===== src/rtl/mem_port_arbiter.sv =====
// mem_port_arbiter: shares one single-port memory between the instruction-fetch (IF)
// port and the data-memory (MEM) port.
//
// Behaviour
//   - Grants one requester at a time. Data has fixed priority over fetch.
//   - Drives a req/ack handshake toward the memory.
//   - Builds byte strobes and replicated lanes for stores.
//   - Extracts, then sign- or zero-extends, load data.
//   - Flags misaligned data accesses. These are answered without a memory cycle.
//
// Ports
//   clk, rst_n              clock, synchronous active-low reset
//   if_req/if_addr          fetch request and byte address (bits [1:0] ignored)
//   if_rdata/if_valid       fetched word and one-cycle completion pulse
//   dm_req/dm_we/dm_op      data request, store flag, size/sign code
//   dm_addr/dm_wdata        data byte address and store data
//   dm_rdata/dm_valid       extended load result and one-cycle completion pulse
//   dm_misalign             qualifies dm_valid when the access was misaligned
//   mem_req/mem_we/...      memory handshake: word address, strobes, data, ack
//   stall_if/stall_mem      freeze signals while a port's access is outstanding
module mem_port_arbiter #(
  parameter int unsigned AW = 32
) (
  input  logic          clk,
  input  logic          rst_n,
  input  logic          if_req,
  input  logic [AW-1:0] if_addr,
  output logic [31:0]   if_rdata,
  output logic          if_valid,
  input  logic          dm_req,
  input  logic          dm_we,
  input  logic [2:0]    dm_op,
  input  logic [AW-1:0] dm_addr,
  input  logic [31:0]   dm_wdata,
  output logic [31:0]   dm_rdata,
  output logic          dm_valid,
  output logic          dm_misalign,
  output logic          mem_req,
  output logic          mem_we,
  output logic [AW-1:0] mem_addr,
  output logic [31:0]   mem_wdata,
  output logic [3:0]    mem_wstrb,
  input  logic [31:0]   mem_rdata,
  input  logic          mem_ack,
  output logic          stall_if,
  output logic          stall_mem
);

  typedef enum logic [1:0] {StIdle, StBusyI, StBusyD} state_e;

  state_e        state_q, state_d;
  logic          mem_req_q, mem_req_d;
  logic          mem_we_q, mem_we_d;
  logic [AW-1:0] mem_addr_q, mem_addr_d;
  logic [31:0]   mem_wdata_q, mem_wdata_d;
  logic [3:0]    mem_wstrb_q, mem_wstrb_d;
  logic          if_valid_q, if_valid_d;
  logic          dm_valid_q, dm_valid_d;
  logic          dm_misalign_q, dm_misalign_d;
  logic [31:0]   if_rdata_q, if_rdata_d;
  logic [31:0]   dm_rdata_q, dm_rdata_d;

  // Fetch addresses are word-aligned by contract; the low bits carry no information.
  logic unused_if_lsb;
  assign unused_if_lsb = ^if_addr[1:0];

  // Access-size decode. Unlisted codes fall through to word.
  logic op_byte, op_half, op_signed, dm_misaligned;
  always_comb begin
    op_byte       = (dm_op == 3'b010) || (dm_op == 3'b100);
    op_half       = (dm_op == 3'b011) || (dm_op == 3'b101);
    op_signed     = (dm_op == 3'b010) || (dm_op == 3'b011);
    dm_misaligned = op_half ? dm_addr[0] : (!op_byte && (dm_addr[1:0] != 2'b00));
  end

  // Store lane steering: replicate the datum across lanes and let the strobes select.
  logic [3:0]  st_strb;
  logic [31:0] st_data;
  always_comb begin
    st_strb = 4'b1111;
    st_data = dm_wdata;
    if (op_byte) begin
      st_strb = 4'b0001 << dm_addr[1:0];
      st_data = {4{dm_wdata[7:0]}};
    end else if (op_half) begin
      st_strb = dm_addr[1] ? 4'b1100 : 4'b0011;
      st_data = {2{dm_wdata[15:0]}};
    end
  end

  // Load extraction. The dm_* inputs stay stable until dm_valid, so the live address
  // and op code are still correct in the ack cycle.
  logic [7:0]  ld_byte;
  logic [15:0] ld_half;
  logic [31:0] ld_data;
  always_comb begin
    ld_byte = mem_rdata[{dm_addr[1:0], 3'b000} +: 8];
    ld_half = mem_rdata[{dm_addr[1], 4'b0000} +: 16];
    ld_data = mem_rdata;
    if (op_byte) begin
      ld_data = {{24{op_signed & ld_byte[7]}}, ld_byte};
    end else if (op_half) begin
      ld_data = {{16{op_signed & ld_half[15]}}, ld_half};
    end
  end

  // A port whose valid pulse is high this cycle has already been served. Its request
  // is still asserted, but it must not be granted again.
  logic dm_go, if_go, ack_seen;

  always_comb begin
    state_d       = state_q;
    mem_req_d     = mem_req_q;
    mem_we_d      = mem_we_q;
    mem_addr_d    = mem_addr_q;
    mem_wdata_d   = mem_wdata_q;
    mem_wstrb_d   = mem_wstrb_q;
    if_valid_d    = 1'b0;
    dm_valid_d    = 1'b0;
    dm_misalign_d = 1'b0;
    if_rdata_d    = if_rdata_q;
    dm_rdata_d    = dm_rdata_q;
    dm_go         = dm_req & ~dm_valid_q;
    if_go         = if_req & ~if_valid_q;
    ack_seen      = mem_ack & mem_req_q;

    unique case (state_q)
      StIdle: begin
        if (dm_go) begin
          if (dm_misaligned) begin
            // Answered locally; the fetch waits one cycle.
            dm_valid_d    = 1'b1;
            dm_misalign_d = 1'b1;
            dm_rdata_d    = '0;
          end else begin
            state_d     = StBusyD;
            mem_req_d   = 1'b1;
            mem_we_d    = dm_we;
            mem_addr_d  = {dm_addr[AW-1:2], 2'b00};
            mem_wstrb_d = dm_we ? st_strb : 4'b0000;
            mem_wdata_d = dm_we ? st_data : '0;
          end
        end else if (if_go) begin
          state_d     = StBusyI;
          mem_req_d   = 1'b1;
          mem_we_d    = 1'b0;
          mem_addr_d  = {if_addr[AW-1:2], 2'b00};
          mem_wstrb_d = 4'b0000;
          mem_wdata_d = '0;
        end
      end
      StBusyI: begin
        if (ack_seen) begin
          state_d    = StIdle;
          mem_req_d  = 1'b0;
          if_valid_d = 1'b1;
          if_rdata_d = mem_rdata;
        end
      end
      StBusyD: begin
        if (ack_seen) begin
          state_d    = StIdle;
          mem_req_d  = 1'b0;
          dm_valid_d = 1'b1;
          dm_rdata_d = mem_we_q ? 32'h0 : ld_data;
        end
      end
      default: state_d = StIdle;
    endcase
  end

  always_ff @(posedge clk) begin
    if (!rst_n) begin
      state_q       <= StIdle;
      mem_req_q     <= 1'b0;
      mem_we_q      <= 1'b0;
      mem_addr_q    <= '0;
      mem_wdata_q   <= '0;
      mem_wstrb_q   <= 4'b0000;
      if_valid_q    <= 1'b0;
      dm_valid_q    <= 1'b0;
      dm_misalign_q <= 1'b0;
      if_rdata_q    <= '0;
      dm_rdata_q    <= '0;
    end else begin
      state_q       <= state_d;
      mem_req_q     <= mem_req_d;
      mem_we_q      <= mem_we_d;
      mem_addr_q    <= mem_addr_d;
      mem_wdata_q   <= mem_wdata_d;
      mem_wstrb_q   <= mem_wstrb_d;
      if_valid_q    <= if_valid_d;
      dm_valid_q    <= dm_valid_d;
      dm_misalign_q <= dm_misalign_d;
      if_rdata_q    <= if_rdata_d;
      dm_rdata_q    <= dm_rdata_d;
    end
  end

  assign mem_req     = mem_req_q;
  assign mem_we      = mem_we_q;
  assign mem_addr    = mem_addr_q;
  assign mem_wdata   = mem_wdata_q;
  assign mem_wstrb   = mem_wstrb_q;
  assign if_valid    = if_valid_q;
  assign if_rdata    = if_rdata_q;
  assign dm_valid    = dm_valid_q;
  assign dm_misalign = dm_misalign_q;
  assign dm_rdata    = dm_rdata_q;
  assign stall_if    = if_req & ~if_valid_q;
  assign stall_mem   = dm_req & ~dm_valid_q;

endmodule


===== config.mk =====
export PLATFORM = sky130hd
export DESIGN_NAME = mem_port_arbiter
export DESIGN_NICKNAME = d
export VERILOG_FILES = /design/src/rtl/mem_port_arbiter.sv
export SDC_FILE = /design/constraint.sdc
export NUM_CORES = 1
export LEC_CHECK = 0
export CORE_MARGIN = 2
export CORE_UTILIZATION = 46
export CTS_CLUSTER_SIZE = 24
export DETAILED_ROUTE_END_ITERATION = 7
export PLACE_DENSITY = 0.89
export RECOVER_POWER = 25
export SETUP_SLACK_MARGIN = 0.4
export SLEW_MARGIN = 20
export SYNTH_ARGS = -nofsm -noshare
export SYNTH_HDL_FRONTEND = slang
export SYNTH_SLANG_ARGS = --single-unit

===== constraint.sdc =====
create_clock -name clk -period 2.7 [get_ports clk]
set_input_delay 0.675 -clock clk [delete_from_list [all_inputs] [get_ports clk]]
set_output_delay 0.675 -clock clk [all_outputs]
set_load 0.02 [all_outputs]

Yosys cells after proc, flatten, opt, wreduce, memory -nomap -nowiden --
Cells that the tools add are included.
Storage, ports and cells: output and inout bits 139, register bits 139, logic and storage cells 93, bits in latches 0, ROM bits 0, bits of input ports 137, bits in writable memories 0, memories kept 0
Cells by class: shifts and indexed selects 3, divide/modulo/power cells 0, multiply operators 0, $lt $le $gt $ge 0, bitwise logic cells 7, add/sub/neg operators 0, mux-type cells 41, reductions and logical operators 18, eq/ne operators 13
Operators with widths (count):
- $mux 32 | 15
- $pmux 32 s2 | 1
- $shiftx 32x6->16 | 1
- $shiftx 32x6->8 | 1
- $mux 4 | 7
- $mux 1 | 11
- $mux 2 | 4
- $ne 2x2->1 const B | 4
- $reduce_and 4->1 | 2
- $reduce_bool 2->1 | 4
- $eq 3x2->1 const B | 2
- $eq 3x3->1 const B | 2
- $ne 3x3->1 const B | 2
- $reduce_and 2->1 | 3
- $reduce_and 3->1 | 2
- $and 1x1->1 | 5
- $pmux 1 s2 | 2
- $pmux 2 s2 | 1
- $shl 1x2->4 const A | 1
- $logic_or 1x1->1 | 3
- $eq 2x1->1 const B | 1
- $eq 2x2->1 const B | 1
- $logic_not 2->1 | 1
- $ne 2x1->1 const B | 1
- other kinds (4) | 5

Logic depth before layout (Yosys ltp) --
word-level depth 8, gate-level depth with buffers 8, gate-level depth less buffers 6

Worst setup path before layout --
OpenSTA, ideal clock, no wires.
path type in2reg, start input dm_addr[0], end register dm_rdata_q[17] (netlist: dm_rdata[17]), path buffers 1, slack 0.631 ns, cell stages on the path 5, arrival 1.950 ns, library setup time 0.119 ns, path through mux4_1 -> or3_1 -> o211ai_2 -> buf_2 -> o2bb2ai_1
Between the ends: longest elaborated chain between the ends 6
RTL lines:
- start, declared | line 33 | input logic [AW-1:0] dm_addr,
- $shiftx 32x6->8 | line 97 | ld_byte = mem_rdata[{dm_addr[1:0], 3'b000} +: 8];
- $and 1x1->1 | line 101 | ld_data = {{24{op_signed & ld_byte[7]}}, ld_byte};
- $mux 32 | line 100 | if (op_byte) begin
- $mux 32 | line 165 | dm_rdata_d = mem_we_q ? 32'h0 : ld_data;
- $mux 32 | line 161 | if (ack_seen) begin
- $pmux 32 s2 | line 127 | unique case (state_q)
- end signal, assigned | line 196 | dm_rdata_q <= dm_rdata_d;
- end, declared | line 61 | logic [31:0] dm_rdata_q, dm_rdata_d;
Several ways; a longest one is shown, not always the timed one. The select of a mux whose other input is x is not followed. A chain may end at the register's enable or synchronous reset.

Worst setup path after layout --
start input rst_n, end register mem_wstrb_q[2] (netlist: mem_wstrb[2])
RTL lines:
- start, declared | line 25 | input logic rst_n,
- end signal, assigned | line 191 | mem_wstrb_q <= mem_wstrb_d;
- end, declared | line 56 | logic [3:0] mem_wstrb_q, mem_wstrb_d;
No word-level cell between the ends.

==> impl_metrics.py <==
metrics = {
    "routing": {
        "drc_errors": 0,
        "ant_nets": 0,
        "wl_per_cell_um": 19.60,
        "num_vias": 7204,
        "drtIter0Drc": 607,
        "routed_wl_mm": 24.01,
        "routed_via_density": 5.881,
        "first_pass_iters": 5,
    },
    "layout": {
        "final_cell_count_no_fill": 1225,
        "fin_nets": 1171,
        "design_area_sq_um": 10200,
        "area_growth_pct": 58.64,
        "drive_gt1_frac": 0.09100,
    },
    "sta": {
        "slew_violations": 0,
        "period_minus_slack_ps": 2404,
        "setup_viol": 0,
        "max_freq_mhz": 416.0,
        "relSlewSlack": 0.2591,
        "finalSetupTns_ps": 0,
        "clock_skew_ps": 9.624,
        "hold_violations": 0,
        "worstMarginPinSlew_ps": 1110,
        "post-route-period-util": 0.8902,
        "whs_ps": 451.3,
        "rsz0062_at_grt": "false",
    },
    "floorplan": {
        "start_util": 0.4669,
        "dieHeight_um": 122.2,
        "die_x_um": 122.2,
        "coreArea_sq_um": 13770,
        "rows": 43,
        "fp.dieArea_sq_um": 14940,
        "pin_count": 276,
    },
    "place": {
        "placed_area_sq_um": 9480,
        "placed_cells": 1187,
        "dp_hpwl_mm": 16.27,
        "gp_congestion": 0.8650,
        "io_buffers": 271,
    },
    "critical_path": {
        "r2r_end": "if_rdata[20]",
        "cp_common_cell": "clkbuf_2",
        "slowest_delay_ps": 570,
        "r2r_setup_slack_ps": 430,
        "reg2reg_from": "state_q[1]",
        "crit_arrival_ps": 2680,
        "reg2reg_depth": 6,
        "crit_slowest_cell": "clkbuf_2",
        "critical_path_peak_fanout": 23,
        "setup.worst_path.class": "input port to flip-flop",
        "endpoint_kind": "flip-flop",
        "critPathLaunchType": "input port",
        "critical_path.cell_chain": "clkdlybuf4s50_1 -> clkbuf_2 -> inv_1 -> clkbuf_2 -> a21oi_1",
        "required_ps": 2980,
    },
    "status": {
        "status": "complete, no violations",
    },
    "global_route": {
        "antenna_found_initial": 1,
        "grt_pass1_wl_mm": 36.76,
        "grt_pass1_vias": 7050,
        "grt_max_degree": 44,
        "grt_usage": 0.3153,
        "grt_overflow": 0,
    },
    "power_and_ir_drop": {
        "total_power_w": 0.006562,
        "p_per_area_nw_per_um2": 643.2,
        "p_leak_nw": 3.806,
        "comb_power_share": 0.278,
        "power_frac_seq": 0.346,
        "ir_drop_uv": 357.5,
        "p_int_w": 0.004553,
        "clockPowerShare": 0.376,
        "swShare": 0.3061,
        "switchingPower_w": 0.002009,
    },
    "synthesis": {
        "synthCells": 774,
        "synth_top_area_share": 0.4265,
        "synthDistinctLibCells": 48,
        "yosysWarnings": 0,
        "synth_area_leaders": "dfxtp_1 (43%), nand2_1 (8.5%), a21oi_1 (5.2%)",
        "synth-seq-cells": 137,
        "synth_most_common_cell": "nand2_1",
        "synthesis.area_sq_um": 6431,
        "synth.avg_cell_area_sq_um": 8.309,
        "synth_commonest_cells": "nand2_1 (145), dfxtp_1 (137), a21oi_1 (67)",
        "ys_seq_area_frac": 0.4265,
        "synth_edf_count": 0,
        "async_flop_share": 0,
        "yosysTopAreaCell": "dfxtp_1",
        "synth_ff_type": "dfxtp_1",
    },
    "min_path": {
        "holdPathStages": 2,
        "hold_end": "if_rdata[27]",
        "hold_path.class": "flip-flop to flip-flop",
        "hold_path_startpoint": "if_rdata[27]",
    },
    "run": {
        "drv_cap": 0,
    },
    "clocking": {
        "htreeDepth": 4,
        "cts-root-buf": "clkbuf_16",
        "cts_buffer_depth": 2,
        "clk_latency_ps": 420,
        "path_clk_slew_ps": 60,
        "clock-sinks": 137,
        "numCtsBuffers": 17,
        "tritoncts": "built",
    },
}
through the flow:
| step | utilization | worst slack (ps) |
|---|---|---|
| 6_report | 0.7407 | 296.4 |
| 4_1_cts | 0.7386 | 376.6 |
| 2_1_floorplan | - | 630.7 |
| 3_5_place_dp | 0.6883 | -115.7 |
| 5_1_grt | 0.7406 | 209.2 |
| 3_3_place_gp | 0.6883 | -32.99 |
worst max path at each step:
stage	start	endpoint	cells past startpoint
global route	mem_ack	if_rdata[2]	5
CTS	dm_req	stall_mem	4
global placement	dm_addr[0]	dm_rdata[26]	5
finish	rst_n	mem_wstrb[2]	5
detailed placement	dm_addr[0]	dm_rdata[28]	5
floorplan	dm_addr[0]	dm_rdata[17]	5
layer usage:
layer,vias to the layer above,track usage,part of all wire
met5,-,0,0
met4,0,0.1092,0.028
met3,57,0.1027,0.097
met2,386,0.5382,0.49
met1,3415,0.3719,0.39
li1,3346,-,-
placed cells by master, fill, tap and decap left out, types with 3 or more instances in the layout:
master           synthesis  layout
o32ai_2                  0       5
clkdlybuf4s50_1          0     251
inv_1                   22      23
a22o_1                   8       8
o31a_1                  17      17
nor3_1                   9       8
o2111ai_1                8       8
a21oi_1                 67      67
o21a_1                  18      18
nand3_1                 24      24
a211oi_1                10       9
clkinv_4                 0       3
nor2_1                  31      30
mux2i_1                 25      25
clkbuf_1                51       4
o2bb2ai_1               16      16
dlymetal6s2s_1           0       4
o21ai_0                 12      12
o22a_1                   8       8
buf_4                    3      34
buf_12                   0       7
o32ai_1                  8       3
o31ai_1                 22      22
ha_1                     3       3
o211ai_1                 8       8
nand2_1                145     145
nand3b_1                 8       8
dlygate4sd3_1            0      15
clkbuf_16                0      17
dfxtp_1                137     137
nand2b_1                 3       3
a311oi_1                30      30
bufinv_16                0       4
a31oi_1                 30      30
layout make-up:
type	instances	area [sq um]
antenna	1	2.502
clock buffer	21	450.4
clock inverter	11	171.4
fill	1038	3571
inverter	25	93.84
multi-input combinational	534	3385
sequential	137	2743
tap	180	225.2
timing repair buffer	316	3132
power groups by stage:
| stage | combinational, W | clock (W) | sequential, W |
|---|---|---|---|
| after global routing | 0.00194 | 0.00258 | 0.00229 |
| after detailed placement | 0.00178 | 0 | 0.00231 |
| after floorplan | 0.000754 | 0 | 0.00249 |
| after global placement | 0.00175 | 0 | 0.00230 |
| after CTS | 0.00182 | 0.00249 | 0.00227 |
| final | 0.00183 | 0.00247 | 0.00227 |
worst max-delay path: cells and delay by family:
kind	cells	cell delay [ps]
buffers and inverters	4	1880
AO/OA/AOI/OAI	1	90
kinds of logic (layout without fill, tap and decap cells):
kind of cell    count (synthesis)  in the layout  share of synthesized area
simple gates                  230            230                     0.1527
mux                            26             26                    0.04300
fa+ha+maj                       3              3                   0.005837
xor+xnor                        2              2                   0.002724
other cells                     1              3                  0.0005831
compound gates                270            271                     0.3000
buf+inv                       105            373                    0.06868
flops                         137            137                     0.4265
sequential cells by signal (all words and copies together), names as in the netlist:
name / flops
if_rdata: 32
mem_wdata: 32
mem_wstrb: 4
dm_misalign: 1
state_q: 2
if_valid: 1
mem_req: 1
mem_addr: 30
dm_valid: 1
dm_rdata: 32
mem_we: 1
timing repair:
item | CTS | global route
setup buffers | 4 | 0
cloned | 1 | 0
hold buffers | 0 | 0
pin swaps | 1 | 1
setup endpoints to repair | 18 | 53
resized for setup | 12 | 11
(Power assumes the default switching activity.)
==> edit: new RTL, same flow settings <==
The parameter `AW` goes from 32 to 48.
--- a/src/rtl/mem_port_arbiter.sv
+++ b/src/rtl/mem_port_arbiter.sv
@@ -19,7 +19,7 @@
 //   mem_req/mem_we/...      memory handshake: word address, strobes, data, ack
 //   stall_if/stall_mem      freeze signals while a port's access is outstanding
 module mem_port_arbiter #(
-  parameter int unsigned AW = 32
+  parameter int unsigned AW = 48
 ) (
   input  logic          clk,
   input  logic          rst_n,
Ports: changed (resized dm_addr, if_addr and mem_addr); port bits go from 276 to 324. No check against the original RTL was run, so the function may have changed too.
==> edit against the unedited design <==
- die area rose by 12%
- sequential cell count rose by 16
- power rose by 9.2%
- worst hold slack got worse by 2.4 ps
- clock skew rose by 2.9 ps
- design area rose by 12%
- maximum frequency rose by 0.97%
- worst setup slack improved by 23 ps
- synthesized area rose by 13%
- wire length rose by 14%
- critical path type unchanged
- largest cell class unchanged
- largest power group is now sequential cells
- highest routed layer unchanged
==> edit: results (changes against the unedited design) <==
global_route:
  grt_usage_pct: 31.0  # -0.50 points
  grt_max_degree: 52  # +18%
  grt_pass1_vias: 7804  # +11%
  grt_pass1_wl_um: 41000  # +12%
setup_path:
  critPathLaunch: "dm_op[2]"
  r2r-start: "state_q[0]"
  critical_path.max_fanout: 8  # -65%
  critPathSlowestCell: "a211oi_1"
  max_stage_delay_ps: 540  # -30 ps
  cp.arrival_ps: 2740  # +60 ps
  cp_top_family: "buffers and inverters"
place:
  dp_hpwl_um: 18700  # +15%
  numPortBuffers: 319  # +18%
power:
  p_leak_nw: 4.29  # +13%
  max-vdd-ir-drop_mv: 0.449  # +26%
  powerComb_mw: 2.23  # +22%
finish:
  drive_gt1_share_pct: 9.10  # about the same
  fin_nets: 1335  # +14%
cts:
  ctsResizeCount: 3  # -9
  post_cts_buffers: 2  # -2
detailed_routing:
  drt_iter0_drc: 855  # +41%
  num_vias: 8147  # +13%
  wl_per_cell_um: 19.7  # +0.37%
yosys:
  synthTopCellsByArea: "dfxtp_1, nand2_1, a311oi_1, a21oi_1, a31oi_1"
  ys_seq_area_share_pct: 42.3  # -0.39 points
  netlist_top_cells_count: "nand2_1, dfxtp_1, a21oi_1"
status:
  status: "completed"
min_path:
  hp-start: "if_rdata[10]"
timing:
  skew_ps: 12.5  # +2.92 ps
  slew_headroom_pct: 49.9  # +24 points
-- edit: cell count changes in the layout (fill, tap and decap cells not counted), sizes merged, moves of 3 or more --
| cell | change |
|---|---|
| a311oi | +16 |
| a31oi | +16 |
| buf | +5 |
| bufinv | -3 |
| clkdlybuf4s50 | +32 |
| dfxtp | +16 |
| dlygate4sd3 | +17 |
| inv | +7 |
| nand2 | +32 |
-- edit: logic make-up (layout without fill, tap and decap cells) --
family          after synthesis  after routing  share of synthesized area, %
flops                       153            153                          42.3
other cells                   1              5                        0.0517
buf+inv                     119            426                          6.85
simple gates                262            262                          15.2
mux                          26             26                          3.82
xor+xnor                      2              2                         0.242
fa+ha+maj                     3              3                         0.518
compound gates              302            302                          31.1
-- edit: layout make-up --
cell class,count,share of cell area [%]
timing repair buffer,369,32.0
tap,211,2.32
antenna,3,0.0660
multi-input combinational,597,32.8
clock inverter,14,1.20
clock buffer,18,3.86
sequential,153,26.9
inverter,25,0.858
-- edit: path summary, 6_finish.rpt --
| kind | cells past startpoint | slack [ps] | endpoint |
|---|---|---|---|
| setup / recovery | 7 | 320 | dm_rdata[27] |
| hold / removal | 2 | 450 | if_rdata[10] |
| setup reg to reg | 7 | 590 | mem_wdata[27] |
| hold reg to reg | 2 | 450 | if_rdata[10] |
-- edit: metal layers --
layer | GRT usage [%] | wire (um)
met5 | 0 | 0
met4 | 13.7 | 907
met3 | 7.80 | 2370
met2 | 50.0 | 13200
met1 | 39.5 | 10900
-- edit: per-stage QoR --
step	area [um^2]	instances	setup WS [ps]	setup TNS, ps	hold WS, ps
after detailed placement	10800	1352	-50.9	-374	446
after CTS	11400	1386	380	0	454
after global routing	11400	1389	258	0	470
after floorplan	7250	869	612	0	496
after global placement	10800	1352	7.74	0	441
final	11400	1390	319	0	449
